**src/rtl/edge_pe.sv**
```systemverilog
// Edge processing element: fetches a node's neighbor list, accumulates the neighbors' feature
// vectors lane-wise and writes the saturated result beats back. Define EDGE_WEIGHT_EN to weight products.
module edge_pe #(
  parameter int NODE_ID_W = 7,
  parameter int FV_W      = 8,
  parameter int LANES     = 2,
  parameter int MAX_BEATS = 4,
  parameter int MAX_NBR   = 7,
  parameter int ACC_W     = 16,
  parameter int REPLAY_W  = 2
) (
  input  logic                       clk,
  input  logic                       reset,
  input  logic                       task_valid,
  input  logic [NODE_ID_W+6:0]       task_packet,
  input  logic                       fv_sos,
  input  logic                       fv_eos,
  input  logic [LANES*FV_W-1:0]      fv_data,
  input  logic [LANES*FV_W-1:0]      out_sram_data,
  input  logic                       nid_sos,
  input  logic                       nid_eos,
  input  logic [1:0]                 nid_num,
  input  logic [2*NODE_ID_W-1:0]     nid_ids,
  input  logic                       bus_grant,
  input  logic [REPLAY_W-1:0]        cur_replay_iter,
  input  logic                       wb_grant,
  output logic                       bus_req,
  output logic [NODE_ID_W:0]         bus_req_pkt,
  output logic                       pe_idle,
  output logic                       task_done,
  output logic                       wb_req,
  output logic                       bank_valid,
  output logic [NODE_ID_W-1:0]       bank_node,
  output logic [1:0]                 bank_beat,
  output logic [REPLAY_W-1:0]        bank_iter,
  output logic [LANES*FV_W-1:0]      bank_data
);
  localparam int BEAT_W = 2;
  localparam int NBR_N  = MAX_NBR + 1;
  localparam logic [2:0]       MB   = 3'(MAX_BEATS);
  localparam logic [ACC_W-1:0] SATV = ACC_W'((1 << FV_W) - 1);

  typedef enum logic [2:0] {IDLE, REQ_NID, WAIT_NID, REQ_FV, RECV_FV, WB_REQ, WB} state_t;
  state_t r_state, w_nxt;

  logic [2:0]                                r_cnt, r_k, r_beat, r_len;
  logic [NODE_ID_W-1:0]                      r_node;
  logic [NBR_N-1:0][NODE_ID_W-1:0]           r_nbr;
  logic [3:0]                                r_nidx;
  logic                                      r_nid_mid, r_fv_mid, r_done;
  logic [MAX_BEATS-1:0][LANES-1:0][ACC_W-1:0] r_acc;
  logic [BEAT_W-1:0]                         r_wb_b;
  logic [LANES-1:0][ACC_W-1:0]               w_prod;
  logic                                      w_fv_vld, w_nid_vld, w_last, w_unused;
  logic [2:0]                                w_b, w_k_nxt;

`ifdef EDGE_WEIGHT_EN
  logic [3:0] r_weight;
  always_ff @(posedge clk or negedge reset)
    if (!reset) r_weight <= '0;
    else if (r_state == IDLE && task_valid) r_weight <= task_packet[NODE_ID_W+6:NODE_ID_W+3];
  always_comb
    for (int l = 0; l < LANES; l++)
      w_prod[l] = ACC_W'(fv_data[l*FV_W +: FV_W]) * ACC_W'(r_weight);
  assign w_unused = ^out_sram_data;
`else
  always_comb
    for (int l = 0; l < LANES; l++)
      w_prod[l] = ACC_W'(fv_data[l*FV_W +: FV_W]);
  assign w_unused = ^{out_sram_data, task_packet[NODE_ID_W+6:NODE_ID_W+3]};
`endif

  // Mid-stream beats carry neither flag, so the stream position is tracked locally.
  assign w_fv_vld  = (r_state == RECV_FV)  && (fv_sos  || fv_eos  || r_fv_mid);
  assign w_nid_vld = (r_state == WAIT_NID) && (nid_sos || nid_eos || r_nid_mid);
  assign w_b       = fv_sos ? 3'd0 : r_beat;
  assign w_k_nxt   = r_k + 3'd1;

  always_comb begin
    w_nxt       = r_state;
    bus_req     = 1'b0;
    bus_req_pkt = '0;
    wb_req      = 1'b0;
    bank_valid  = 1'b0;
    w_last      = 1'b0;
    case (r_state)
      IDLE:     if (task_valid)
                  w_nxt = (task_packet[NODE_ID_W+2:NODE_ID_W] == 3'd0) ? WB_REQ : REQ_NID;
      REQ_NID:  begin
                  bus_req     = 1'b1;
                  bus_req_pkt = {1'b0, r_node};
                  if (bus_grant) w_nxt = WAIT_NID;
                end
      WAIT_NID: if (w_nid_vld && nid_eos) w_nxt = REQ_FV;
      REQ_FV:   begin
                  bus_req     = 1'b1;
                  bus_req_pkt = {1'b1, r_nbr[r_k]};
                  if (bus_grant) w_nxt = RECV_FV;
                end
      RECV_FV:  if (w_fv_vld && fv_eos) w_nxt = (w_k_nxt < r_cnt) ? REQ_FV : WB_REQ;
      WB_REQ:   begin
                  wb_req = 1'b1;
                  if (wb_grant) w_nxt = WB;
                end
      WB:       begin
                  bank_valid = (r_len != 3'd0);
                  w_last     = (r_len == 3'd0) || (r_wb_b == BEAT_W'(r_len - 3'd1));
                  if (w_last) w_nxt = IDLE;
                end
      default:  w_nxt = IDLE;
    endcase
  end

  always_ff @(posedge clk or negedge reset) begin
    if (!reset) begin
      r_state   <= IDLE;
      r_cnt     <= '0;
      r_node    <= '0;
      r_nbr     <= '0;
      r_nidx    <= '0;
      r_nid_mid <= 1'b0;
      r_fv_mid  <= 1'b0;
      r_k       <= '0;
      r_beat    <= '0;
      r_len     <= '0;
      r_acc     <= '0;
      r_wb_b    <= '0;
      r_done    <= 1'b0;
    end else begin
      r_state <= w_nxt;
      r_done  <= (r_state == WB) && w_last;
      if (r_state == IDLE && task_valid) begin
        r_cnt     <= task_packet[NODE_ID_W+2:NODE_ID_W];
        r_node    <= task_packet[NODE_ID_W-1:0];
        r_nidx    <= '0;
        r_k       <= '0;
        r_len     <= '0;
        r_nid_mid <= 1'b0;
        r_fv_mid  <= 1'b0;
      end
      if (w_nid_vld) begin
        r_nid_mid <= !nid_eos;
        if (nid_num != 2'd0 && r_nidx < 4'(NBR_N))
          r_nbr[r_nidx[2:0]] <= nid_ids[2*NODE_ID_W-1:NODE_ID_W];
        if (nid_num == 2'd2 && r_nidx + 4'd1 < 4'(NBR_N))
          r_nbr[3'(r_nidx + 4'd1)] <= nid_ids[NODE_ID_W-1:0];
        r_nidx <= r_nidx + 4'(nid_num);
      end
      // Beats past MAX_BEATS are counted but never accumulated.
      if (w_fv_vld) begin
        r_fv_mid <= !fv_eos;
        r_beat   <= (w_b == MB) ? w_b : w_b + 3'd1;
        if (w_b < MB)
          for (int l = 0; l < LANES; l++)
            r_acc[w_b[BEAT_W-1:0]][l] <= r_acc[w_b[BEAT_W-1:0]][l] + w_prod[l];
        if (fv_eos) begin
          r_k <= w_k_nxt;
          if (r_k == 3'd0) r_len <= (w_b == MB) ? MB : w_b + 3'd1;
        end
      end
      if (bank_valid) r_wb_b <= r_wb_b + BEAT_W'(1);
      if (r_state == WB && w_last) begin
        r_acc  <= '0;
        r_wb_b <= '0;
      end
    end
  end

  assign pe_idle   = (r_state == IDLE);
  assign task_done = r_done;
  assign bank_node = bank_valid ? r_node : '0;
  assign bank_beat = bank_valid ? r_wb_b : '0;
  assign bank_iter = bank_valid ? cur_replay_iter : '0;

  always_comb begin
    bank_data = '0;
    if (bank_valid)
      for (int l = 0; l < LANES; l++)
        bank_data[l*FV_W +: FV_W] = (r_acc[r_wb_b][l] > SATV) ? {FV_W{1'b1}}
                                                              : r_acc[r_wb_b][l][FV_W-1:0];
  end
endmodule

```
**config.mk**
```make
export PLATFORM = sky130hd
export DESIGN_NAME = edge_pe
export DESIGN_NICKNAME = d
export VERILOG_FILES = /design/src/rtl/edge_pe.sv
export SDC_FILE = /design/constraint.sdc
export NUM_CORES = 1
export LEC_CHECK = 0
export ABC_AREA = 1
export CAP_MARGIN = 20
export CORE_ASPECT_RATIO = 0.9
export CORE_UTILIZATION = 40
export CTS_BUF_LIST = sky130_fd_sc_hd__clkbuf_4 sky130_fd_sc_hd__clkbuf_8 sky130_fd_sc_hd__clkbuf_16
export CTS_CLUSTER_SIZE = 24
export DETAILED_ROUTE_END_ITERATION = 8
export HOLD_SLACK_MARGIN = 0.06
export SLEW_MARGIN = 30
export SYNTH_ARGS = -nofsm -noshare
export SYNTH_HDL_FRONTEND = slang
export SYNTH_SLANG_ARGS = --single-unit
export TNS_END_PERCENT = 30
```
**constraint.sdc**
```tcl
create_clock -name clk -period 9.3 [get_ports clk]
set_input_delay 0.93 -clock clk [delete_from_list [all_inputs] [get_ports clk]]
set_output_delay 0.93 -clock clk [all_outputs]
set_load 0.01 [all_outputs]
```
==> impl_metrics.yaml, run 1 <==
timing:
  worst-slew-pin-transition_ns: 1.10
  post-route-period-util: 0.524
  grt_setup_unrepaired: "false"
  clock.fmax_mhz: 205
  setup_total_negative_slack_ns: 0
  hold_violations_final: 0
  slew_violations: 0
  finalCriticalPeriod_ns: 4.87
  setup-violations-final: 0
  max-slew-margin-rel: 0.267
  clock_skew_ns: 0.0148
worst_setup_path:
  timing.critical_path.fanout_max: 22
  worst_setup_path_end_kind: "output pin"
  critical_r2r_capture: "r_acc[108]"
  critical_path.reg2reg.startpoint: "r_beat[0]"
  worst_ep_required_time_ns: 8.37
  critical-path-slowest-cell: "sky130_fd_sc_hd__dfrtp_1"
  ff2ff_path_depth: 17
  worstSetupStartpointType: "flip-flop"
  setup.reg_to_reg.worst_slack_ns: 5.17
  worst_ep_arrival_time_ns: 3.94
  timing.critical_path.mode_cell: "sky130_fd_sc_hd__inv_1"
  crit_path_cell_trace: "inv_1 > nand3_1 > nand2_1 > o21ai_0 > inv_1 > clkdlybuf4s50_1"
  max_stage_delay_ns: 1.06
  critical_path_start_end_classification: "reg -> out"
grt:
  grt_antenna_before_repair: 0
  grt_pass1_vias: 12100
  global_route_wire_length_before_repair_mm: 68.6
  grt_use_total: 0.264
  grt_max_degree: 85
  global_route.overflow_total: 0
final_layout:
  finalInstanceArea_um2: 15100
  drive_above_1_share: 0.0491
  nNetsFinal: 1946
  n_antenna_cell: 0
  layout-area-overhead-vs-synth_pct: 16.0
  final_cell_mix: "sky130_fd_sc_hd__nand2_1, sky130_fd_sc_hd__o21ai_0, sky130_fd_sc_hd__dfrtp_1"
  final_cell_count_no_fill: 2270
  most_common_cell_after_layout_fill_and_taps_aside: "sky130_fd_sc_hd__nand2_1"
clock_tree:
  cts-hold-fix-buffers: 0
  clkSlewWorstSetupHoldPaths_ns: 0.06
  clock_insertion_delay_worst_skew_ns: 0.54
  number_of_resized_instances_in_the_post_cts_repair_step: 0
  cts-htree-levels: 1
  cts_setup_buffers: 0
  cts_inserted_buffers: 27
  cts_max_path_buffers: 3
  clk_root_buffer_cell: "sky130_fd_sc_hd__clkbuf_16"
  cts.sink_count: 215
  tritoncts: "done"
synth:
  postSynthNetCount: 1901
  synthesis.yosys.warnings: 0
  cell_count_after_synthesis: 1791
  postSynthAreaPerCell_um2: 7.24
  synth_seq_cells: 215
  synthesis.area_um2: 13000
  sequential_fraction_of_the_synthesis_area: 0.415
  yosysUniqueCellTypes: 40
routing:
  dr_total_vias: 12900
  finalWirelength_mm: 43.4
  wl_met1_mm: 19.9
  drt_drc_violations_left: 0
  detail_route.first_pass.iterations: 5
  topRoutingLayerUsed: "met4"
  met2RoutedLength_mm: 18.2
  drt_iter0_markers: 1416
  final_antenna_net_count: 0
  routed-wl-met3_mm: 4.38
  number_of_vias_per_cell_after_detailed_routing: 5.68
  average_wire_per_standard_cell_um: 19.1
run:
  maxCapViolCount: 0
floorplan:
  die_height_um: 173
  design.portCount: 113
  design.die.area_um2: 33200
  core_area_um2: 31900
  floorplan.die.width_um: 192
  start_util: 0.407
  fp-row-count: 62
place:
  postPlaceCellArea_um2: 14100
  count_of_placed_standard_cells_including_taps: 2223
  placement.io_buffers: 92
  globalplace.congestion: 0.876
  post_detailed_placement_half_perimeter_wirelength_mm: 27.6
pwr:
  ir_drop_v: 0.000142
  power-per-cell-area_nw_per_um2: 301
  p_leak_nw: 7.25
outcome:
  outcome: "finished, final reports clean"
min_path:
  hold_path.class: "in -> async"
==> synthesized netlist by cell type (all sizes together) <==
cell type | number | area share
xnor2 | 8 | 0.0054
nand3 | 171 | 0.066
o31ai | 2 | 0.0019
nand4 | 8 | 0.0039
buf | 42 | 0.018
o21bai | 4 | 0.0032
o211ai | 6 | 0.0035
o22ai | 57 | 0.027
dfrtp | 215 | 0.41
a211oi | 1 | 0.00058
nand2 | 394 | 0.12
mux2i | 1 | 0.0011
clkbuf | 50 | 0.014
fa | 3 | 0.0046
o21ai | 256 | 0.099
ha | 34 | 0.033
mux2 | 1 | 0.00087
xor2 | 9 | 0.0061
inv | 183 | 0.053
clkinv | 2 | 0.00058
nor3 | 12 | 0.0046
nand3b | 1 | 0.00058
a21oi | 162 | 0.062
a21o | 1 | 0.00058
or2 | 2 | 0.00097
a22oi | 18 | 0.010
nor4 | 7 | 0.0034
nor2 | 132 | 0.040
a31oi | 9 | 0.0043
==> stage by stage <==
step           power, W  hold WS (ns)  utilization  worst slack (ns)
3_5_place_dp    0.00341         0.470        0.443              4.22
3_3_place_gp    0.00337         0.466        0.443              4.27
4_1_cts         0.00450         0.358        0.472              4.58
5_1_grt         0.00487         0.382        0.472              4.40
2_1_floorplan   0.00280         0.449            -              5.79
6_report        0.00452         0.352        0.472              4.43
==> cell families (layout without fill, tap and decap cells) <==
logic type / after synthesis / count (layout) / share of synthesized area
compound gates: 516 / 516 / 0.213
xor+xnor: 17 / 17 / 0.0115
flops: 215 / 215 / 0.415
mux: 2 / 2 / 0.00193
fa+ha+maj: 37 / 37 / 0.0374
simple gates: 727 / 727 / 0.235
buf+inv: 277 / 340 / 0.0860
==> critical path, delay by kind of cell (launching register included) <==
kind                   cells  cell delay, ns
buffers and inverters      3            1.31
AOI/OAI and AO/OA          1            0.44
and+or+nand+nor            2            0.59
DFF                        1            1.06
==> registers in the layout, summed over array words and instances (netlist names) <==
register and flops:
r_cnt 3, task_done 1, r_beat 3, r_fv_mid 1, r_k 3, r_len 3, r_wb_b 2, r_nidx 4
r_state 3, r_node 7, r_acc 128, r_nbr 56, r_nid_mid 1
==> area by class of cell <==
class | instances | area (um^2)
tap | 416 | 520
sequential | 215 | 5380
clock buffer | 33 | 752
inverter | 185 | 694
timing repair buffer | 108 | 1050
fill | 3168 | 16800
clock inverter | 14 | 165
multi-input combinational | 1299 | 6490
==> power by group <==
| group | leakage [nW] | internal (W) | switching, W | total (W) |
|---|---|---|---|---|
| Clock | 0.452 | 0.000656 | 0.000423 | 0.00108 |
| Sequential | 2.87 | 0.00121 | 0.000210 | 0.00142 |
| Combinational | 3.93 | 0.000666 | 0.00136 | 0.00202 |
==> metal layers <==
metal,vias to the layer above,global-route usage
li1,6110,-
met4,0,0.0711
met5,-,0
met2,592,0.378
met1,6097,0.400
met3,85,0.0530
==> worst max-delay path by stage <==
stage / from / to / cells past startpoint
4_1_cts: r_wb_b[1] / bank_data[14] / 6
2_1_floorplan: fv_sos / r_acc[108] / 17
3_5_place_dp: fv_sos / r_acc[115] / 10
6_report: r_wb_b[1] / bank_data[14] / 6
5_1_grt: r_wb_b[1] / bank_data[14] / 6
3_3_place_gp: fv_sos / r_acc[99] / 10
Power figures use the tool's default switching activity.
==> inputs of run 2 (changes only) <==
==> constraint.sdc (replaced) <==
create_clock -name clk -period 4.05 [get_ports clk]
set_input_delay 0.405 -clock clk [delete_from_list [all_inputs] [get_ports clk]]
set_output_delay 0.405 -clock clk [all_outputs]
set_load 0.01 [all_outputs]
==> run 2 against run 1 <==
Against the previous run:
- utilization is 0.75 points higher
- worst setup slack lost 4.0 ns
- combinational power grew 130%
- routed wire length rose by 0.78%
- sequential share of layout area fell by 0.56 points
- die area unchanged
- register-to-register slack got worse by 4.3 ns
- clock power is 140% higher
- sequential power up 130%
- final cell count is 1.1% higher
- power grew 130%
- non-clock buffer count up 23
- largest cell class unchanged
==> impl_metrics.yaml, run 2 (synthesis results as in run 1) <==
outcome:
  outcome: "finished, final reports clean"
clock_tree:
  tritoncts: "done"
  number_of_resized_instances_in_the_post_cts_repair_step: 0
  clock_insertion_delay_worst_skew_ns: 0.54
  cts-htree-levels: 1
  cts.sink_count: 215
  cts_inserted_buffers: 26
  clk_root_buffer_cell: "sky130_fd_sc_hd__clkbuf_16"
  cts_max_path_buffers: 3
  clkSlewWorstSetupHoldPaths_ns: 0.06
final_layout:
  multiInputGateArea_um2: 6490
  nNetsFinal: 1968
  ff_latch_area_um2: 5380
  regMostFlops: "r_acc"
  n_antenna_cell: 0
  most_common_cell_after_layout_fill_and_taps_aside: "sky130_fd_sc_hd__nand2_1"
  max_ffs_per_register: 128
  drive_above_1_share: 0.0607
  fill_cells: 3159
  top_regs: "r_acc: 128 flops, r_nbr: 56 flops, r_node: 7 flops"
  layout-area-overhead-vs-synth_pct: 17.9
  final_cell_mix: "sky130_fd_sc_hd__nand2_1, sky130_fd_sc_hd__o21ai_0, sky130_fd_sc_hd__dfrtp_1"
worst_setup_path:
  worst_ep_arrival_time_ns: 3.25
  crit_path_cell_trace: "inv_1 > a21oi_1 > o21ai_0 > nand3_1 > nand3_1 > o21ai_0 > clkdlybuf4s50_1"
  critical_r2r_capture: "r_acc[60]"
  critical-path-slowest-cell: "sky130_fd_sc_hd__dfrtp_1"
  setup.reg_to_reg.worst_slack_ns: 0.91
  ff2ff_path_depth: 15
  worst_setup_path_end_kind: "output pin"
  worstSetupStartpointType: "flip-flop"
  worst_ep_required_time_ns: 3.64
  critical_path.reg2reg.startpoint: "r_beat[0]"
  critical_path_start_end_classification: "reg -> out"
  max_stage_delay_ns: 0.80
  timing.critical_path.fanout_max: 16
pwr:
  register_share_of_total_power: 0.309
  intPower_w: 0.00603
  report.power.total_w: 0.0106
  p_sw_w: 0.00459
  switching_share_of_power: 0.432
  p_leak_nw: 7.40
  ir_drop_v: 0.000345
  power-per-cell-area_nw_per_um2: 694
  power_frac_clock: 0.244
  p_comb_frac: 0.447
place:
  globalplace.congestion: 0.869
  pre_cts_slack_ns: 0.340
  post_detailed_placement_half_perimeter_wirelength_mm: 29.1
  placement.io_buffers: 92
timing:
  slew_violations: 0
  worst-slew-pin-transition_ns: 0.948
  crit_path_setup_slack_layout_ns: 0.393
  grt_setup_unrepaired: "false"
  clock_skew_ns: 0.0228
  finalCriticalPeriod_ns: 3.66
  setup-violations-final: 0
  setup_total_negative_slack_ns: 0
  post-route-period-util: 0.903
  hold_violations_final: 0
  clock.fmax_mhz: 273
  max-slew-margin-rel: 0.367
grt:
  grt_antenna_before_repair: 0
  global_route_wire_length_before_repair_mm: 69.5
  grt_max_degree: 82
  grt_use_total: 0.266
  global_route.overflow_total: 0
  grt_pass1_vias: 12400
routing:
  dr_total_vias: 13000
  drt_iter0_markers: 1490
  number_of_vias_per_cell_after_detailed_routing: 5.67
  drt_drc_violations_left: 0
  average_wire_per_standard_cell_um: 19.1
  finalWirelength_mm: 43.7
  final_antenna_net_count: 0
  detail_route.first_pass.iterations: 8
floorplan:
  design.portCount: 113
  core_area_um2: 31900
  die_height_um: 173
  design.die.area_um2: 33200
  floorplan.die.width_um: 192
  start_util: 0.407
  fp-row-count: 62
run:
  maxCapViolCount: 0
min_path:
  hold_path.class: "in -> async"
run 2: power by group through the flow:
| stage | clock, W | sequential [W] | combinational [W] |
|---|---|---|---|
| final | 0.00259 | 0.00328 | 0.00474 |
| after global placement | 0 | 0.00328 | 0.00458 |
| after CTS | 0.00261 | 0.00326 | 0.00469 |
| after detailed placement | 0 | 0.00329 | 0.00466 |
| after global routing | 0.00271 | 0.00335 | 0.00533 |
| after floorplan | 0 | 0.00311 | 0.00331 |
run 2: layout make-up:
cell class / instances / share of cell area
clock buffers: 40 / 0.0534
flip-flops and latches: 215 / 0.352
clock inverters: 8 / 0.00933
repair buffers: 131 / 0.0820
inverters: 185 / 0.0454
well taps: 416 / 0.0340
multi-input cells: 1299 / 0.424
run 2: what timing repair did:
item                                   4_1_cts  5_1_grt
endpoints found under the hold margin       40        0
hold buffers                                 1        0
setup buffers                                0        0
run 2: layer usage:
layer,wire [um],global-route usage,share of wire
met1,20500,0.412,0.47
met5,0,0,0
met2,18200,0.385,0.42
met4,952,0.0622,0.022
met3,4090,0.0434,0.093
run 2: worst max path at each step:
stage	endpoint	startpoint	depth (start not counted)	slack, ns
2_1_floorplan	r_acc[108]	fv_sos	17	1.07
3_3_place_gp	r_acc[60]	fv_sos	17	0.39
3_5_place_dp	r_acc[89]	fv_sos	16	0.34
4_1_cts	bus_req_pkt[3]	r_k[1]	7	0.43
5_1_grt	bus_req_pkt[1]	r_k[1]	7	0.20
6_report	bus_req_pkt[3]	r_k[1]	7	0.39
run 2: worst max-delay path, delay by kind of cell (launching register included):
| kind | cells | cell delay [ns] |
|---|---|---|
| and+or+nand+nor | 2 | 0.35 |
| buffers and inverters | 2 | 1.08 |
| DFF | 1 | 0.80 |
| AOI/OAI and AO/OA | 3 | 0.47 |
run 2: metrics by stage:
step	area [um^2]	util	hold slack [ns]	instances
after global placement	14300	0.448	0.467	2244
after global routing	15300	0.480	0.372	2294
after detailed placement	14300	0.449	0.341	2245
after CTS	15300	0.480	0.364	2294
final	15300	0.480	0.353	2294
after floorplan	13000	-	0.109	1791
